File: config.mk
export PLATFORM = sky130hd
export DESIGN_NAME = alu_arbiter
export DESIGN_NICKNAME = d
export VERILOG_FILES = /design/src/rtl/alu_arbiter.sv
export SDC_FILE = /design/constraint.sdc
export NUM_CORES = 1
export LEC_CHECK = 0
export ABC_AREA = 1
export BUFFER_PORTS_ARGS = -buffer_cell sky130_fd_sc_hd__buf_2
export CORE_AREA = 2 2 109 111
export CTS_CLUSTER_DIAMETER = 100
export DETAILED_ROUTE_END_ITERATION = 10
export DIE_AREA = 0 0 111 113
export PLACE_DENSITY = 0.82
export SLEW_MARGIN = 20
export SYNTH_ARGS = -nofsm -noshare
export SYNTH_HDL_FRONTEND = slang
export SYNTH_SLANG_ARGS = --single-unit
File: constraint.sdc
create_clock -name clk -period 5.29 [get_ports clk]
set_input_delay 0 -clock clk [delete_from_list [all_inputs] [get_ports clk]]
set_output_delay 0 -clock clk [all_outputs]
set_load 0.05 [all_outputs]
File: src/rtl/alu_arbiter.sv
// alu_arbiter: round-robin sharing of one combinational ALU among NUM_REQ requesters.
// Define ALU_ARB_PERF_EN to add the perf_ops / perf_stall counters.
module alu_arbiter #(
    parameter int unsigned NUM_REQ = 2,
    parameter int unsigned IDW     = 3
) (
    input  logic                  clk,
    input  logic                  rst_n,
    input  logic [NUM_REQ-1:0]    req_valid,
    output logic [NUM_REQ-1:0]    req_ready,
    input  logic [4*NUM_REQ-1:0]  req_ctrl,
    input  logic [32*NUM_REQ-1:0] req_opr1,
    input  logic [32*NUM_REQ-1:0] req_opr2,
    output logic [NUM_REQ-1:0]    resp_valid,
    input  logic [NUM_REQ-1:0]    resp_ready,
    output logic [31:0]           resp_data,
    output logic                  resp_zero,
    output logic [31:0]           alu_opr1,
    output logic [31:0]           alu_opr2,
    output logic [3:0]            alu_ctrl,
    input  logic [31:0]           alu_out,
    input  logic                  alu_zero,
`ifdef ALU_ARB_PERF_EN
    output logic [31:0]           perf_ops,
    output logic [31:0]           perf_stall,
`endif
    output logic                  busy
);

    localparam int unsigned DW = 32;
    localparam int unsigned CW = 4;

    typedef enum logic [1:0] {
        IDLE = 2'd0,
        EXEC = 2'd1,
        RESP = 2'd2
    } state_e;

    state_e           state_q, state_d;
    logic [IDW-1:0]   rr_ptr_q, rr_ptr_d;
    logic [IDW-1:0]   owner_q, owner_d;
    logic [CW-1:0]    ctrl_q, ctrl_d;
    logic [DW-1:0]    opr1_q, opr1_d;
    logic [DW-1:0]    opr2_q, opr2_d;
    logic [DW-1:0]    data_q, data_d;
    logic             zero_q, zero_d;

    logic [NUM_REQ-1:0]   valid_gated_c;
    logic [2*NUM_REQ-1:0] valid_dbl_c;
    logic [NUM_REQ-1:0]   valid_rot_c;
    logic [NUM_REQ-1:0]   grant_oh_c;
    logic [NUM_REQ-1:0]   owner_oh_c;
    logic [IDW-1:0]       grant_idx_c;
    logic                 grant_vld_c;
    logic                 owner_ready_c;
    logic [CW-1:0]        sel_ctrl_c;
    logic [DW-1:0]        sel_opr1_c;
    logic [DW-1:0]        sel_opr2_c;

    // Reduce an index in [0, 2*NUM_REQ) back into [0, NUM_REQ).
    function automatic logic [IDW-1:0] wrap_idx(input int unsigned v);
        int unsigned r;
        r = (v >= NUM_REQ) ? (v - NUM_REQ) : v;
        return IDW'(r);
    endfunction

    // Rotate the requests so bit 0 is the rr_ptr requester, then take the first set bit.
    always_comb begin
        valid_gated_c = req_valid & {NUM_REQ{rst_n}};
        valid_dbl_c   = {valid_gated_c, valid_gated_c};
        valid_rot_c   = NUM_REQ'(valid_dbl_c >> rr_ptr_q);
        grant_vld_c   = 1'b0;
        grant_idx_c   = '0;
        for (int unsigned k = 0; k < NUM_REQ; k++) begin
            if (!grant_vld_c && valid_rot_c[k]) begin
                grant_vld_c = 1'b1;
                grant_idx_c = wrap_idx(32'(rr_ptr_q) + k);
            end
        end
    end

    // One-hot decodes and operand select for the granted requester.
    always_comb begin
        grant_oh_c = '0;
        owner_oh_c = '0;
        sel_ctrl_c = '0;
        sel_opr1_c = '0;
        sel_opr2_c = '0;
        for (int unsigned i = 0; i < NUM_REQ; i++) begin
            grant_oh_c[i] = grant_vld_c && (grant_idx_c == IDW'(i));
            owner_oh_c[i] = (owner_q == IDW'(i));
            if (grant_idx_c == IDW'(i)) begin
                sel_ctrl_c = req_ctrl[CW*i +: CW];
                sel_opr1_c = req_opr1[DW*i +: DW];
                sel_opr2_c = req_opr2[DW*i +: DW];
            end
        end
        owner_ready_c = |(resp_ready & owner_oh_c);
    end

    // Next-state and datapath control.
    always_comb begin
        state_d    = state_q;
        rr_ptr_d   = rr_ptr_q;
        owner_d    = owner_q;
        ctrl_d     = ctrl_q;
        opr1_d     = opr1_q;
        opr2_d     = opr2_q;
        data_d     = data_q;
        zero_d     = zero_q;
        req_ready  = '0;
        resp_valid = '0;
        alu_opr1   = '0;
        alu_opr2   = '0;
        alu_ctrl   = '0;

        unique case (state_q)
            IDLE: begin
                req_ready = grant_oh_c;
                if (grant_vld_c) begin
                    owner_d  = grant_idx_c;
                    ctrl_d   = sel_ctrl_c;
                    opr1_d   = sel_opr1_c;
                    opr2_d   = sel_opr2_c;
                    rr_ptr_d = wrap_idx(32'(grant_idx_c) + 32'd1);
                    state_d  = EXEC;
                end
            end
            EXEC: begin
                alu_opr1 = opr1_q;
                alu_opr2 = opr2_q;
                alu_ctrl = ctrl_q;
                data_d   = alu_out;
                zero_d   = alu_zero;
                state_d  = RESP;
            end
            RESP: begin
                resp_valid = owner_oh_c;
                if (owner_ready_c) begin
                    state_d = IDLE;
                end
            end
            default: begin
                state_d = IDLE;
            end
        endcase
    end

    always_ff @(posedge clk or negedge rst_n) begin
        if (!rst_n) begin
            state_q  <= IDLE;
            rr_ptr_q <= '0;
            owner_q  <= '0;
            ctrl_q   <= '0;
            opr1_q   <= '0;
            opr2_q   <= '0;
            data_q   <= '0;
            zero_q   <= 1'b0;
        end else begin
            state_q  <= state_d;
            rr_ptr_q <= rr_ptr_d;
            owner_q  <= owner_d;
            ctrl_q   <= ctrl_d;
            opr1_q   <= opr1_d;
            opr2_q   <= opr2_d;
            data_q   <= data_d;
            zero_q   <= zero_d;
        end
    end

    assign resp_data = data_q;
    assign resp_zero = zero_q;
    assign busy      = (state_q != IDLE);

`ifdef ALU_ARB_PERF_EN
    logic [DW-1:0] perf_ops_q, perf_ops_d;
    logic [DW-1:0] perf_stall_q, perf_stall_d;

    // Completed handshakes vs. cycles the owner holds off a pending result.
    always_comb begin
        perf_ops_d   = perf_ops_q;
        perf_stall_d = perf_stall_q;
        if (state_q == RESP) begin
            if (owner_ready_c) begin
                perf_ops_d = perf_ops_q + 32'd1;
            end else begin
                perf_stall_d = perf_stall_q + 32'd1;
            end
        end
    end

    always_ff @(posedge clk or negedge rst_n) begin
        if (!rst_n) begin
            perf_ops_q   <= '0;
            perf_stall_q <= '0;
        end else begin
            perf_ops_q   <= perf_ops_d;
            perf_stall_q <= perf_stall_d;
        end
    end

    assign perf_ops   = perf_ops_q;
    assign perf_stall = perf_stall_q;
`endif

endmodule
Word level (Yosys, flattened, before mapping) --
Cells that the tools add are included. W data, S select, Z words.
Cells by class: equal/unequal tests 6, reductions and logical operators 11, muxes and demuxes 21, $lt $le $gt $ge 3, bitwise logic cells 2, shifts and indexed selects 1, add/subtract/negate cells 5
Operator list (number):
- $mux W32 | 6
- $mux W3 | 5
- $mux W4 | 3
- $sub A3 B2 Y3 const B | 3
- $add A3 B1 Y4 const B | 2
- $ge A4 B2 Y1 const B | 2
- $mux W2 | 4
- $eq A3 B1 Y1 const B | 2
- $logic_not A3 Y1 | 2
- $pmux W2 S3 | 1
- $and A2 B2 Y2 | 2
- $ne A2 B2 Y1 const B | 2
- $reduce_and A2 Y1 | 2
- $shr A4 B3 Y2 | 1
- $ge A3 B2 Y1 const B | 1
- $logic_and A1 B1 Y1 | 3
- $eq A2 B1 Y1 const B | 1
- $eq A2 B2 Y1 const B | 1
- $logic_not A2 Y1 | 1
- $mux W1 | 2
- $reduce_bool A2 Y1 | 1
- $reduce_or A2 Y1 | 1
- $logic_not A1 Y1 | 1
Storage, ports and cells: input port bits 175, logic and storage cells 57, register bits 109, output and inout port bits 106

Longest topological paths before layout --
depth in word-level cells 9, depth in mapped cells 16, depth with buffers taken out 16

Worst setup path after synthesis --
No wires, ideal clock.
kind register to register, start point register rr_ptr_q[1], end point register opr1_q[11], path buffers 2, stages on the path, launching flop included 17, required time 5166 ps, period minus slack after synthesis 2057 ps, setup slack 3233 ps, arrival time 1933 ps, library setup time 124 ps, path through dfrtp_1 > inv_1 > ha_1 > inv_1 > nand2_1 > inv_1 > nand2_1 > nand2_1 > o21ai_2 > inv_1 > ha_1 > nand2_1 > nor2_4 > buf_4 > buf_4 > nand3_1 > nand3_1
On the way: longest elaborated chain between the ends 8, elaborated cells on any way between the ends 19, classes of those cells add/sub (3); order compare (2); eq/ne (1); shift (1); mux (8); reduce/logical (4)
Ends and longest elaborated chain:
- start, declared | RTL line 40 | logic [IDW-1:0] rr_ptr_q, rr_ptr_d;
- start signal, assigned | RTL line 161 | rr_ptr_q <= rr_ptr_d;
- branches (longest 8 deep; another with $add A3 B1 Y4)
- end signal, assigned | RTL line 164 | opr1_q <= opr1_d;
- end, declared | RTL line 43 | logic [DW-1:0] opr1_q, opr1_d;
Several ways; the timed one is not identified. A chain may end at the register's enable or synchronous reset.

Final worst setup path --
start point input rst_n, end point register opr1_q[8]
On the way: longest elaborated chain between the ends 9, elaborated cells on any way between the ends 13, classes of those cells eq/ne (1); shift (1); mux (6); bitwise (1); reduce/logical (4)
Ends and longest elaborated chain:
- start, declared | RTL line 8 | input logic rst_n,
- $and A2 B2 Y2 * | RTL line 69 | valid_gated_c = req_valid & {NUM_REQ{rst_n}};
- $shr A4 B3 Y2 * | RTL line 71 | valid_rot_c = NUM_REQ'(valid_dbl_c >> rr_ptr_q);
- $mux W1 | RTL line 75 | if (!grant_vld_c && valid_rot_c[k]) begin
- $logic_not A1 Y1 | RTL line 75
- $logic_and A1 B1 Y1 | RTL line 75
- $mux W3 | RTL line 75
- $logic_not A3 Y1 | RTL line 92 | if (grant_idx_c == IDW'(i)) begin
- $mux W32 (2 in a row) | RTL line 92
Every way passes the cells marked *; elsewhere a longest branch is shown, timed or not.

==> flow_summary.yaml <==
sta:
  final.setup.tns_ps: 0
  finalMaxSlewViolations: 0
  tightest_slew_ps: 768
  whs_ps: 61.5
  timing.final.crit_period_ps: 4350
  fin_crit_sh_pct: 82.1
  fin_skew_ps: 9.13
  slew_headroom_pct: 48.8
  rsz0062_at_grt: "no"
  hold_viol: 0
  clock.fmax_ghz: 0.230
  setup_viol: 0
cells_and_area:
  drive_above_1_share_pct: 30.8
  synthToLayoutAreaGrowth_pct: 63.2
  layout_common_cells: "buf_2 (279), dlygate4sd3_1 (170), nand2_1 (166)"
  fillers: 632
  nNetsFinal: 1302
  mostFrequentLayoutCell: "buf_2"
die:
  start_util_pct: 49.1
  fp.dieH_um: 113
  ioPinCount: 281
  die_w_um: 111
  core_area_mm2: 0.0113
  dieArea_mm2: 0.0125
  placementRows: 39
clock_tree:
  cts_root_buffer: "clkbuf_16"
  numCtsBuffers: 9
  htreeDepth: 3
  insertion_delay_ps: 350
  cts.path.max_buffers: 2
  cts_tree: "built"
  clk_pin_slew_ps: 70
  cts.sinks: 109
power:
  power.density_mw_per_mm2: 201
  irDropWorstVdd_v: 0.000148
  leakagePower_nw: 4.77
drt:
  wl_met2_mm: 10.6
  viasPerCell: 5.38
  drtIter0Drc: 735
  m1WireLength_mm: 7.63
  via_count: 6826
  routed.top_layer: "met4"
  drt-pass1-iter-count: 7
  wl_per_cell_um: 17.0
  final_antenna_net_count: 0
  dr_wl_met3_mm: 1.78
  drc: 0
  routed_wl_mm: 21.5
synth:
  synth_top_area_cell: "dfrtp_1"
  synth.area.top_cells: "dfrtp_1 (49%), nand3_1 (13%), nand2_1 (11%), mux2_2 (6.7%), inv_1 (5.7%)"
  synthCells: 692
  ys_ff_latch: 109
  seq_area_frac_synth_pct: 49.3
  synth_nets: 874
  ys_warn_count: 0
  async_flop_share_pct: 100
  post_synth.cell_area_avg_um2: 8.00
  ys.flop_type: "dfrtp_1"
  synth_area_mm2: 0.00553
  synthDistinctLibCells: 27
  synth_top_cell_area_share_pct: 49.3
  synth-edff-count: 0
critical_path:
  crit_arrival_ps: 4620
  worstReg2RegEnd: "opr1_q[8]$_DFFE_PN0P_"
  ff2ff_setup_slack_ps: 1450
  worstSetupEndpoint: "opr1_q[8]$_DFFE_PN0P_"
  cp_slowest_cell: "nor2_4"
  cp-start-kind: "input pin"
  crit_fanout: 61
  reg2reg_from: "rr_ptr_q[0]$_DFFE_PN0P_"
  crit_required_ps: 5570
  crit_start: "rst_n"
  path_common_cell: "nand2_1"
  max_stage_delay_ps: 590
  worstRegToRegCells: 12
  path_class: "in2reg"
  end_kind: "flop"
  path_cells: "dlygate4sd3_1 -> buf_4 -> nand2_1 -> o21ai_0 -> nand2_1 -> nand2_1 -> nand2_2 -> clkinv_1 -> nand2_1 -> nor2_4 -> buf_4 -> nand2_1 -> nand3_1 -> dlygate4sd3_1"
worst_hold_path:
  hp-class: "in2reg"
  hold_depth: 4
grt:
  track_usage_pct: 34.5
  grt-ovfl-total: 0
  grt_pass1_wl_mm: 34.5
  grt_max_degree: 69
  grt_pass1_vias: 6949
  antenna_found_initial: 1
run_status:
  status: "completed"
placed_design:
  hpwlAfterDp_mm: 11.4
  io_buffers: 280
  gp_congestion: 0.879
job:
  max_cap_violations: 0
==> registers in the layout, indices dropped and copies added, names as in the netlist <==
signal	flops
opr2_q	32
owner_q	3
state_q	2
rr_ptr_q	3
resp_data	32
ctrl_q	4
opr1_q	32
resp_zero	1
==> layout make-up <==
cell class	instances	area (um2)	share of cell area, %
repair buffers	457	3170	35.1
flip-flops and latches	109	2730	30.2
multi-input cells	455	2290	25.4
inverters	88	330	3.66
clock buffers	11	243	2.69
well taps	143	179	1.98
clock inverters	5	82.6	0.915
diodes	1	2.50	0.0277
==> how the worst min path moves through the flow <==
stage | to | slack (ps) | start
after floorplan | ctrl_q[0]$_DFFE_PN0P_ | -300 | rst_n
after detailed placement | opr1_q[2]$_DFFE_PN0P_ | 110 | rst_n
after global placement | ctrl_q[1]$_DFFE_PN0P_ | 100 | rst_n
after global routing | state_q[1]$_DFFE_PN0P_ | 70 | resp_ready[0]
final | state_q[1]$_DFFE_PN0P_ | 60 | resp_ready[0]
after CTS | state_q[1]$_DFFE_PN0P_ | 60 | resp_ready[0]
==> kinds of logic (layout without fill, tap and decap cells) <==
kind of cell | Yosys count | count (layout) | share of synthesized area, %
fa+ha+maj | 7 | 7 | 1.58
mux | 33 | 33 | 6.72
flops | 109 | 109 | 49.3
other cells | 0 | 1 | 0
compound gates | 11 | 11 | 1.56
simple gates | 404 | 404 | 31.4
buf+inv | 128 | 561 | 9.45
==> metal layers <==
layer | vias to the layer above | GRT usage, %
li1 | 3034 | -
met1 | 3140 | 38.7
met2 | 524 | 59.9
met3 | 128 | 6.64
met4 | 0 | 23.7
met5 | - | 0
==> where the power goes <==
part	switching [mW]	total (mW)	internal, mW
Combinational	0.113	0.227	0.113
Clock	0.305	0.735	0.430
Sequential	0.00722	0.853	0.845
Total	0.425	1.81	1.39
==> cells in the mapped netlist, drive strengths merged, types with 3 or more instances <==
cell type,n
nor2,80
inv,87
a21oi,3
nand3,149
nor4,4
ha,7
o21ai,3
clkbuf,18
buf,22
mux2,33
dfrtp,109
nand2,170
==> what timing repair did <==
| item | CTS | global route |
|---|---|---|
| hold buffers | 170 | 0 |
| endpoints found under the setup margin | 0 | 0 |
| resized for setup | 0 | 0 |
| hold endpoints to repair | 159 | 0 |
| buffers inserted | 0 | 0 |
==> critical path: cells and delay by family <==
kind	cells	cell delay, ps
AOI/OAI and AO/OA	1	270
buffers and inverters	5	2470
and+or+nand+nor	8	1790
==> per-stage QoR <==
| step | utilization [%] | instance area [um2] | cells | power [mW] | setup slack [ps] |
|---|---|---|---|---|---|
| finish | 80.1 | 9030 | 1269 | 1.81 | 944 |
| global route | 80.1 | 9030 | 1269 | 1.87 | 572 |
| CTS | 79.9 | 9000 | 1267 | 1.81 | 1070 |
| detailed placement | 61.9 | 6980 | 1081 | 1.03 | 1800 |
| global placement | 61.9 | 6980 | 1081 | 1.02 | 1900 |
| floorplan | - | 5530 | 692 | 0.927 | 3230 |
No activity file was read; power rests on OpenSTA's default activity.
